==> config.mk <==
export PLATFORM = sky130hd
export DESIGN_NAME = fpu_conv_pk_h2d_flat
export DESIGN_NICKNAME = d
export VERILOG_FILES = /design/src/rtl/fpu_conv_pkg.sv /design/src/rtl/fpu_conv_pk_h2d_if.sv /design/src/rtl/fpu_conv_lane_h2d.sv /design/src/rtl/fpu_conv_pk_h2d.sv /design/src/flat_wrapper.sv
export SDC_FILE = /design/constraint.sdc
export NUM_CORES = 1
export LEC_CHECK = 0
export ABC_AREA = 1
export BUFFER_PORTS_ARGS = -buffer_cell sky130_fd_sc_hd__buf_2
export CORE_MARGIN = 4
export CORE_UTILIZATION = 54
export DETAILED_ROUTE_END_ITERATION = 6
export PLACE_DENSITY_LB_ADDON = 0.1
export SKIP_CTS_REPAIR_TIMING = 1
export SYNTH_ARGS = -nofsm -noshare
export SYNTH_HDL_FRONTEND = slang
export SYNTH_SLANG_ARGS = --single-unit
export TNS_END_PERCENT = 20
==> constraint.sdc <==
create_clock -name clock -period 4 [get_ports clock]
set_input_delay 0.8 -clock clock [delete_from_list [all_inputs] [get_ports clock]]
set_output_delay 0.8 -clock clock [all_outputs]
set_load 0.05 [all_outputs]
==> src/rtl/fpu_conv_pkg.sv <==
// Shared constants, lane classification and per-lane stage-1 record for the 16b->64b FP widening converter.
// Combinational helpers only; no state and no flow control live here.
package fpu_conv_pkg;

  localparam int FP64_BIAS = 1023;
  localparam int FP16_BIAS = 15;
  localparam int BF16_BIAS = 127;
  localparam int REBIAS_H  = FP64_BIAS - FP16_BIAS;
  localparam int REBIAS_B  = FP64_BIAS - BF16_BIAS;

  localparam int FLAG_INVALID = 0;
  localparam int FLAG_DENORM  = 1;

  typedef enum logic [2:0] {ZERO, DENORM, NORMAL, INF, NAN} cls_e;

  // Mantissa is kept left-justified in 10 bits so FP16 and BF16 share one normaliser.
  typedef struct packed {
    logic       sign;
    logic       mode;
    logic [7:0] exp;
    logic [9:0] man;
    logic [3:0] lz;
    cls_e       cls;
  } lane_s1_t;

  function automatic logic [3:0] lzc10(input logic [9:0] m);
    logic [3:0] n;
    n = 4'd10;
    for (int i = 0; i < 10; i++) begin
      if (m[i]) n = 4'(9 - i);
    end
    return n;
  endfunction

endpackage

==> src/rtl/fpu_conv_pk_h2d_if.sv <==
// Beat handshake, data and sticky-flag bundle between the converter and its producer/consumer.
// master drives beats in and accepts results; slave is the converter.
interface fpu_conv_pk_h2d_if #(parameter int LANES = 4);

  logic                  i_valid;
  logic                  i_ready;
  logic                  i_mode;
  logic [16*LANES-1:0]   i_data;
  logic                  o_valid;
  logic                  o_ready;
  logic [64*LANES-1:0]   o_data;
  logic                  flags_clr;
  logic [1:0]            flags;

  modport master (
    output i_valid, i_mode, i_data, o_ready, flags_clr,
    input  i_ready, o_valid, o_data, flags
  );

  modport slave (
    input  i_valid, i_mode, i_data, o_ready, flags_clr,
    output i_ready, o_valid, o_data, flags
  );

endinterface

==> src/rtl/fpu_conv_lane_h2d.sv <==
// One lane: classify + leading-zero count (stage-1 half) and normalise/rebias/pack (stage-2 half).
// Purely combinational; the top owns the registers between the two halves and all backpressure.
module fpu_conv_lane_h2d
  import fpu_conv_pkg::*;
#(
  parameter bit DENORM_FTZ = 1'b0
) (
  input  logic [15:0] raw,
  input  logic        mode,
  output lane_s1_t    s1_d,
  input  lane_s1_t    s1_q,
  output logic [63:0] res,
  output logic        denorm_hit,
  output logic        snan_hit
);

  function automatic lane_s1_t classify(input logic [15:0] x, input logic md);
    lane_s1_t r;
    logic     emax;
    r.sign = x[15];
    r.mode = md;
    if (md) begin
      r.exp = x[14:7];
      r.man = {x[6:0], 3'b000};
      emax  = &x[14:7];
    end else begin
      r.exp = {3'b000, x[14:10]};
      r.man = x[9:0];
      emax  = &x[14:10];
    end
    r.lz = lzc10(r.man);
    if (r.exp == 8'd0)  r.cls = (r.man == 10'd0) ? ZERO : DENORM;
    else if (emax)      r.cls = (r.man == 10'd0) ? INF : NAN;
    else                r.cls = NORMAL;
    return r;
  endfunction

  function automatic logic [63:0] pack(input lane_s1_t a);
    logic [10:0] rebias;
    logic [9:0]  frac;
    logic [63:0] r;
    rebias = a.mode ? 11'(REBIAS_B) : 11'(REBIAS_H);
    // Shift past the leading one so the hidden bit falls off the top.
    frac   = a.man << (a.lz + 4'd1);
    r      = {a.sign, rebias + {3'b000, a.exp}, a.man, 42'b0};
    case (a.cls)
      ZERO:    r = {a.sign, 63'b0};
      DENORM:  r = DENORM_FTZ ? {a.sign, 63'b0}
                               : {a.sign, rebias - {7'b0, a.lz}, frac, 42'b0};
      INF:     r = {a.sign, 11'h7FF, 52'b0};
      NAN:     r = {a.sign, 11'h7FF, 1'b1, a.man[8:0], 42'b0};
      default: ;
    endcase
    return r;
  endfunction

  assign s1_d       = classify(raw, mode);
  assign res        = pack(s1_q);
  assign denorm_hit = (s1_q.cls == DENORM);
  assign snan_hit   = (s1_q.cls == NAN) && !s1_q.man[9];

endmodule

==> src/rtl/fpu_conv_pk_h2d.sv <==
// Packed FP16/BF16 -> FP64 converter, LANES wide; two register stages (beat in cycle n leaves in cycle n+2).
// Valid/ready: a stage advances when the next one is empty or draining; o_data holds while stalled.
module fpu_conv_pk_h2d
  import fpu_conv_pkg::*;
#(
  parameter int LANES      = 4,
  parameter bit DENORM_FTZ = 1'b0
) (
  input  logic             clock,
  input  logic             reset,
  fpu_conv_pk_h2d_if.slave bus
);

  lane_s1_t [LANES-1:0]  s1_d;
  lane_s1_t [LANES-1:0]  s1_q;
  logic [LANES-1:0]      dn_hit;
  logic [LANES-1:0]      sn_hit;
  logic [64*LANES-1:0]   res;
  logic [64*LANES-1:0]   o_data_q;
  logic [1:0]            flags_q;
  logic                  s1_v;
  logic                  s2_v;
  logic                  s2_free;
  logic                  in_rdy;
  logic                  accept;
  logic                  s1_move;

  assign s2_free = !s2_v || bus.o_ready;
  assign in_rdy  = !s1_v || s2_free;
  assign accept  = bus.i_valid && in_rdy;
  assign s1_move = s1_v && s2_free;

  for (genvar k = 0; k < LANES; k++) begin : g_lane
    fpu_conv_lane_h2d #(.DENORM_FTZ(DENORM_FTZ)) u_lane (
      .raw        (bus.i_data[16*k +: 16]),
      .mode       (bus.i_mode),
      .s1_d       (s1_d[k]),
      .s1_q       (s1_q[k]),
      .res        (res[64*k +: 64]),
      .denorm_hit (dn_hit[k]),
      .snan_hit   (sn_hit[k])
    );
  end

  always_ff @(posedge clock) begin
    if (accept) s1_q <= s1_d;
  end

  always_ff @(posedge clock) begin
    if (reset) begin
      s1_v     <= 1'b0;
      s2_v     <= 1'b0;
      o_data_q <= '0;
      flags_q  <= 2'b00;
    end else begin
      if (in_rdy) s1_v <= bus.i_valid;
      if (s2_free) begin
        s2_v <= s1_v;
        if (s1_v) o_data_q <= res;
      end
      // A clear in the same cycle as a new event wins; that event is not recorded.
      if (bus.flags_clr) begin
        flags_q <= 2'b00;
      end else if (s1_move) begin
        flags_q[FLAG_DENORM]  <= flags_q[FLAG_DENORM]  | (|dn_hit);
        flags_q[FLAG_INVALID] <= flags_q[FLAG_INVALID] | (|sn_hit);
      end
    end
  end

  assign bus.i_ready = in_rdy;
  assign bus.o_valid = s2_v;
  assign bus.o_data  = o_data_q;
  assign bus.flags   = flags_q;

endmodule

==> src/flat_wrapper.sv <==
// flat-port wrapper written by rule: the top's interface ports become plain ports
module fpu_conv_pk_h2d_flat import fpu_conv_pkg::*;
#(
  parameter int LANES      = 4,
  parameter bit DENORM_FTZ = 1'b0
)
  (clock, reset, bus_i_valid, bus_i_mode, bus_i_data, bus_o_ready, bus_flags_clr, bus_i_ready, bus_o_valid, bus_o_data, bus_flags);
  fpu_conv_pk_h2d_if #(.LANES(LANES)) bus_i ();
  input  logic clock;
  input  logic reset;
  input wire logic [$bits(bus_i.i_valid)-1:0] bus_i_valid;
  input wire logic [$bits(bus_i.i_mode)-1:0] bus_i_mode;
  input wire logic [$bits(bus_i.i_data)-1:0] bus_i_data;
  input wire logic [$bits(bus_i.o_ready)-1:0] bus_o_ready;
  input wire logic [$bits(bus_i.flags_clr)-1:0] bus_flags_clr;
  output wire logic [$bits(bus_i.i_ready)-1:0] bus_i_ready;
  output wire logic [$bits(bus_i.o_valid)-1:0] bus_o_valid;
  output wire logic [$bits(bus_i.o_data)-1:0] bus_o_data;
  output wire logic [$bits(bus_i.flags)-1:0] bus_flags;
  assign bus_i.i_valid = bus_i_valid;
  assign bus_i.i_mode = bus_i_mode;
  assign bus_i.i_data = bus_i_data;
  assign bus_i.o_ready = bus_o_ready;
  assign bus_i.flags_clr = bus_flags_clr;
  assign bus_i_ready = bus_i.i_ready;
  assign bus_o_valid = bus_i.o_valid;
  assign bus_o_data = bus_i.o_data;
  assign bus_flags = bus_i.flags;
  fpu_conv_pk_h2d #(.LANES(LANES), .DENORM_FTZ(DENORM_FTZ)) u_core (.clock(clock), .reset(reset), .bus(bus_i));
endmodule
==> flow_summary.toml, run 1 <==
[final_layout]
final_nets = 1849
number_of_standard_cells_in_the_layout_taps_in_and_fillers_out = 2048
syn2layout_area_growth_pct = 7.58
num_antenna_cells = 0
final_layout_size_suffix_gt1_share_pct = 13.9
finalInstanceArea_um2 = 13200
fillCellCount = 2118

[global_routing]
grt_pass1_vias = 9335
gr-usage-all-layers_pct = 22.1
pin_count_of_the_biggest_net_entering_global_routing = 71
global_route_wire_length_before_repair_um = 45300
grt_antenna_before_repair = 0
globalRoute.totalOverflow = 0

[placement]
place_congestion = 0.906
placement.setup.worst_slack_ps = 1220
numPlacedInstances = 2016
portbufs = 161
placedInstanceArea_um2 = 12600
detailed_place_hpwl_um = 21800

[synthesis]
synth_seq_area_share_pct = 40.8
average_size_of_a_mapped_cell_um2 = 7.55
synth.yosys.warnings = 0
synth-async-reset-ratio_pct = 0
netlist_instances = 1622
number_of_distinct_library_cell_variants_in_the_gate_level_netlist_after_synthesis = 43
synth_enable_flop_cells = 105
synth_top_flop_cell = "edfxtp_1"
yosys_register_bits = 197
netlist_area_um2 = 12200
synth_top_cells_by_area = "edfxtp_1 (26%), dfxtp_1 (15%), nand2_1 (12%), buf_4 (10%), o21ai_0 (6.7%)"
synth_top_area_share_pct = 25.8
post-synth-top-area-cell = "edfxtp_1"

[clock_tree]
cts_tree = "yes"
clkLatencyLatePin_ps = 430
cts.path.max_buffers = 2
cts.sinks = 197
h_tree_lvl_count = 4
cts_root_buf = "clkbuf_16"
tritoncts.num_buffers = 17
clock_edge_transition_at_the_registers_on_the_reported_setup_and_hold_paths_ps = 70

[timing]
worst-slew-pin-transition_ps = 849
final_hold_viol_count = 0
final.setup_skew_ps = 11.2
setup_slack_ps = 1200
min_period_ps = 2800
final.period_utilization_pct = 69.9
timing.max_slew.rel_slack_pct = 43.3
max_frequency_mhz = 358
setup_viol = 0
final.setup.tns_ps = 0
final-max-slew-violation-count = 0
grt_setup_unrepaired = "false"

[die]
fp.dieArea_um2 = 25100
coreArea_um2 = 22100
fp.dieH_um = 159
floorplan.die.width_um = 159
initial_core_util_pct = 55.4
row_count = 54
floorplan.io_pins = 330

[pwr]
ir_drop_uv = 196
power.net_switching_mw = 1.98
seq_power_share_pct = 43.3
report.power.total_mw = 5.48
power.share.clock_pct = 30.5
p_comb_share_pct = 26.2
power_density_nw_per_um2 = 416
switching_share_pct = 36.1
p_leak_nw = 6.40
power_report.internal_total_mw = 3.50

[worst_hold_path]
min-delay-path-class = "flop to flop"

[routing]
drt-pass1-iter-count = 6
final_antenna_net_count = 0
num_vias = 10352
postRouteWirelength_um = 28400
routed_via_density = 5.05
post_drt_wl_per_cell_um = 13.9
drt_first_iter_violations = 776
drt_drc_violations_left = 0

[worst_setup_path]
critPathMaxFanout = 21
critical_path_required_ps = 4310
crit_type = "flop to flop"
critical_path.startpoint_type = "flop"
critical_path_sink_type = "flop"
arrival_time_at_the_worst_endpoint_ps = 3100

[flow_run]
timing.max_cap.violations = 0

[run_status]
run_status = "finished clean"
metrics by stage:
| step | util [%] | hold WS, ps |
|---|---|---|
| 2_1_floorplan | - | 469 |
| 3_3_place_gp | 57.0 | 432 |
| 3_5_place_dp | 57.0 | 434 |
| 4_1_cts | 59.6 | 445 |
| 5_1_grt | 59.6 | 474 |
| 6_report | 59.6 | 442 |
cells by family (layout without fill, tap and decap cells):
logic type | after synthesis | count (layout) | share of synthesized area, %
AND/OR/NAND/NOR | 614 | 614 | 21.1
adder cells (fa/ha/maj) | 24 | 24 | 2.70
other | 1 | 168 | 0.0306
AO/OA/AOI/OAI | 370 | 370 | 16.5
buffers and inverters | 403 | 382 | 17.9
flip-flops | 197 | 197 | 40.8
XOR/XNOR | 13 | 13 | 0.930
area by class of cell:
type | instances | area [um^2] | share of cell area, %
Multi-Input combinational cell | 1189 | 5680 | 43.1
Inverter | 178 | 672 | 5.10
Tap cell | 280 | 350 | 2.66
Timing Repair Buffer | 172 | 901 | 6.84
Clock buffer | 23 | 512 | 3.89
Sequential cell | 197 | 4990 | 37.9
Clock inverter | 9 | 61.3 | 0.465
cells in the final DEF (no fill, tap or decap), types with 3 or more instances in the layout:
| cell | synthesis | routed |
|---|---|---|
| a211oi_1 | 4 | 4 |
| a21boi_0 | 4 | 4 |
| a21oi_1 | 133 | 133 |
| a31oi_1 | 4 | 4 |
| and2_1 | 6 | 6 |
| and3_1 | 4 | 4 |
| buf_2 | 16 | 161 |
| buf_4 | 171 | 10 |
| clkbuf_1 | 34 | 3 |
| clkbuf_16 | 0 | 20 |
| clkinv_1 | 4 | 4 |
| conb_1 | 1 | 168 |
| dfxtp_1 | 92 | 92 |
| edfxtp_1 | 105 | 105 |
| fa_1 | 4 | 4 |
| ha_1 | 20 | 20 |
| inv_1 | 165 | 163 |
| inv_2 | 9 | 10 |
| inv_4 | 0 | 4 |
| inv_6 | 0 | 3 |
| nand2_1 | 386 | 385 |
| nand2_2 | 3 | 4 |
| nand3_1 | 80 | 80 |
| nand4_1 | 10 | 10 |
| nor2_1 | 94 | 94 |
| nor2_2 | 5 | 5 |
| nor2_4 | 7 | 7 |
| nor3_1 | 3 | 3 |
| o2111ai_1 | 5 | 5 |
| o211ai_1 | 27 | 27 |
| o21a_1 | 8 | 8 |
| o21ai_0 | 164 | 164 |
| o21ai_1 | 9 | 9 |
| o21ai_2 | 4 | 4 |
| o31ai_1 | 4 | 4 |
| or2_2 | 11 | 11 |
| xnor2_1 | 6 | 6 |
| xor2_1 | 7 | 7 |
critical path: stages (launching register included):
cell and delay [ps]:
edfxtp_1 610, clkinv_1 690, ha_1 490, fa_1 400, nand2_1 90, nand3_1 90
nand2_1 70, a2bb2oi_1 170, nor2_1 50
state kept, by name, indices dropped and copies added, names as in the netlist:
signal and count:
u_core.s1_q 105, u_core.bus.o_data 88, u_core.bus.flags 2, u_core.bus.o_valid 1, u_core.s1_v 1
synth_stat cells (5+ instances only):
| cell | instances |
|---|---|
| clkbuf_1 | 34 |
| o21a_1 | 8 |
| edfxtp_1 | 105 |
| nor2_2 | 5 |
| inv_1 | 165 |
| nor2_1 | 94 |
| nand4_1 | 10 |
| a21oi_1 | 133 |
| buf_4 | 171 |
| dfxtp_1 | 92 |
| o211ai_1 | 27 |
| nor2_4 | 7 |
| inv_2 | 9 |
| ha_1 | 20 |
| o2111ai_1 | 5 |
| or2_2 | 11 |
| buf_2 | 16 |
| nand3_1 | 80 |
| nand2_1 | 386 |
| xor2_1 | 7 |
| and2_1 | 6 |
| o21ai_0 | 164 |
| xnor2_1 | 6 |
| o21ai_1 | 9 |
power groups by stage:
| stage | Combinational (mW) | Sequential (mW) | Clock [mW] |
|---|---|---|---|
| 2_1_floorplan | 1.07 | 2.62 | 0 |
| 3_3_place_gp | 1.42 | 2.42 | 0 |
| 3_5_place_dp | 1.43 | 2.42 | 0 |
| 4_1_cts | 1.43 | 2.37 | 1.69 |
| 5_1_grt | 1.58 | 2.39 | 1.79 |
| 6_report | 1.44 | 2.38 | 1.67 |
path summary, 6_finish.rpt:
kind,start,endpoint,slack (ps),depth (start not counted)
setup / recovery,u_core.s1_q[106],u_core.bus.o_data[126],1200,8
hold / removal,u_core.bus.flags[0],u_core.bus.flags[0],440,2
setup reg to reg,u_core.s1_q[106],u_core.bus.o_data[126],1200,8
hold reg to reg,u_core.bus.flags[0],u_core.bus.flags[0],440,2
layer usage:
metal / routed length [um] / up-vias / global-route usage, %
met4: 537 / 0 / 6.54
met5: 0 / - / 0
met1: 12700 / 4626 / 30.6
li1: - / 5272 / -
met3: 1980 / 38 / 3.67
met2: 13100 / 416 / 35.8
Power figures use the tool's default switching activity.
==> run 2: changes to the inputs <==
- ABC_AREA: 1 -> 0
- CORE_UTILIZATION: 54 -> 49
- clock period: 4 -> 2.33 ns (I/O delays scaled with it)
==> flow_summary.toml, run 2 <==
[pwr]
switching_share_pct = 35.4
power.net_switching_mw = 3.39
power_report.internal_total_mw = 6.19
ir_drop_uv = 432
p_comb_share_pct = 27.1
report.power.total_mw = 9.58
power.share.clock_pct = 30.2
seq_power_share_pct = 42.6
power_density_nw_per_um2 = 687
p_leak_nw = 5.79

[final_layout]
fillCellCount = 2373
number_of_standard_cells_in_the_layout_taps_in_and_fillers_out = 1796
final_nets = 1546
largest_register_ffs = 105
post-route-util_pct = 54.9
layout.cells.most_common = "conb_1"
syn2layout_area_growth_pct = 9.15
finalInstanceArea_um2 = 13900
max_flop_register = "u_core.s1_q"
commonest_cells_after_routing_fill_and_taps_aside = "conb_1 (168), buf_2 (159), nor2_1 (121), edfxtp_1 (105), dfxtp_1 (92)"
final_layout_size_suffix_gt1_share_pct = 24.3

[worst_hold_path]
whs_path_depth = 1
hp_start = "bus_i_data[15]"
min-delay-path-class = "input pin to flop"
min_delay_worst_endpoint = "u_core.s1_q[26]"

[die]
fp.dieArea_um2 = 28700
floorplan.die.width_um = 169
fp.dieH_um = 169
initial_core_util_pct = 50.3
floorplan.io_pins = 330
row_count = 58
coreArea_um2 = 25400

[worst_setup_path]
r2r_end = "u_core.bus.o_data[188]"
critical_path.startpoint_type = "flop"
critical_path.reg2reg.startpoint = "u_core.s1_q[106]"
critical_path_required_ps = 2670
critPathMaxFanout = 6
r2r_slack_ps = 210
arrival_time_at_the_worst_endpoint_ps = 2460
reg2reg_depth = 9
critical_path_sink_type = "flop"
crit_type = "flop to flop"

[run_status]
run_status = "finished clean"

[timing]
final.setup.tns_ps = 0
max_frequency_mhz = 471
final_hold_viol_count = 0
timing.max_slew.rel_slack_pct = 64.1
final-max-slew-violation-count = 0
min_period_ps = 2120
final.setup_skew_ps = 11.3
worst-slew-pin-transition_ps = 523
final.period_utilization_pct = 91.1
setup_slack_ps = 207
setup_viol = 0
grt_setup_unrepaired = "false"
fin_hold_ws_ps = 209

[synthesis]
synth_top_cells_by_count = "buf_4 (174), nor2_1 (121), edfxtp_1 (105)"
netlist_instances = 1318
average_size_of_a_mapped_cell_um2 = 9.69
yosys_register_bits = 197
synth_top_cells_by_area = "edfxtp_1 (25%), dfxtp_1 (14%), buf_4 (10%), mux2_2 (4.2%), nor2_1 (3.6%)"
synth_top_area_share_pct = 24.7
netlist_area_um2 = 12800
synth_top_flop_cell = "edfxtp_1"
number_of_distinct_library_cell_variants_in_the_gate_level_netlist_after_synthesis = 69
synth-async-reset-ratio_pct = 0
synth_most_common_cell = "buf_4"
synth.yosys.warnings = 0
synth_enable_flop_cells = 105
post-synth-top-area-cell = "edfxtp_1"
synth_seq_area_share_pct = 39.1

[placement]
numPlacedInstances = 1763
place_congestion = 0.907
detailed_place_hpwl_um = 22500
placedInstanceArea_um2 = 13300
portbufs = 161
placement.setup.worst_slack_ps = 129

[routing]
routed_via_density = 5.28
postRouteWirelength_um = 29600
post_drt_wl_per_cell_um = 16.5
num_vias = 9484
drt-pass1-iter-count = 5
drt_drc_violations_left = 0
final_antenna_net_count = 0
drt_first_iter_violations = 722

[clock_tree]
clkLatencyLatePin_ps = 430
clock_edge_transition_at_the_registers_on_the_reported_setup_and_hold_paths_ps = 80
h_tree_lvl_count = 4
cts_tree = "yes"
cts.path.max_buffers = 2
cts.sinks = 197
tritoncts.num_buffers = 17
cts_root_buf = "clkbuf_16"

[global_routing]
grt_use_met2_pct = 32.4
grtUsageMet1_pct = 27.4
grt_pass1_vias = 9013
busiest_layer = "met2"
global_route_wire_length_before_repair_um = 47000
grt_antenna_before_repair = 0
globalRoute.totalOverflow = 0
gr-usage-all-layers_pct = 19.9
grt_use_met3_pct = 3.75
pin_count_of_the_biggest_net_entering_global_routing = 102

[flow_run]
timing.max_cap.violations = 0
[run 2: how the worst max path moves through the flow]
stage / start / to / depth (start not counted)
detailed placement: u_core.s1_q[30] / u_core.bus.o_data[113] / 7
global placement: u_core.s1_q[30] / u_core.bus.o_data[112] / 7
CTS: u_core.s1_q[30] / u_core.bus.o_data[113] / 7
global route: u_core.s1_q[57] / u_core.bus.o_data[176] / 8
floorplan: u_core.s1_q[84] / u_core.bus.o_data[240] / 9
finish: u_core.s1_q[106] / u_core.bus.o_data[188] / 9
[run 2: power groups by stage]
stage	clock [mW]	sequential (mW)	combinational [mW]
after floorplan	0	4.47	1.95
final	2.90	4.09	2.60
after global routing	3.12	4.12	2.79
after global placement	0	4.16	2.57
after detailed placement	0	4.16	2.58
after CTS	2.98	4.08	2.59
[run 2: cell families after synthesis]
logic type      count (synthesis)  synth area share, %
fa+ha+maj                      24                 2.59
buf+inv                       286                 14.5
compound gates                271                 15.0
flops                         197                 39.1
simple gates                  408                 16.6
mux                           103                 10.2
other cells                     1               0.0294
xor+xnor                       28                 2.04
[run 2: layout make-up]
type / instances / area (um^2) / share of cell area, %
Multi-Input combinational cell: 1002 / 6620 / 47.5
Sequential cell: 197 / 4990 / 35.8
Timing Repair Buffer: 196 / 1190 / 8.51
Clock buffer: 19 / 475 / 3.41
Tap cell: 330 / 413 / 2.96
Inverter: 38 / 148 / 1.06
Clock inverter: 13 / 108 / 0.772
Antenna cell: 1 / 2.50 / 0.0179
[run 2: worst max-delay path, stage by stage, from the launching register on]
cell	delay [ps]
edfxtp_1	390
clkinvlp_4	100
buf_4	160
ha_1	190
inv_1	70
fa_1	210
inv_1	50
a2111oi_0	470
nor2_1	120
a311oi_1	260
[run 2: per-layer routing]
metal	part of all wire [%]	vias up
li1	-	4698
met1	45	4393
met2	46	355
met3	7.0	38
met4	1.7	0
met5	0	-
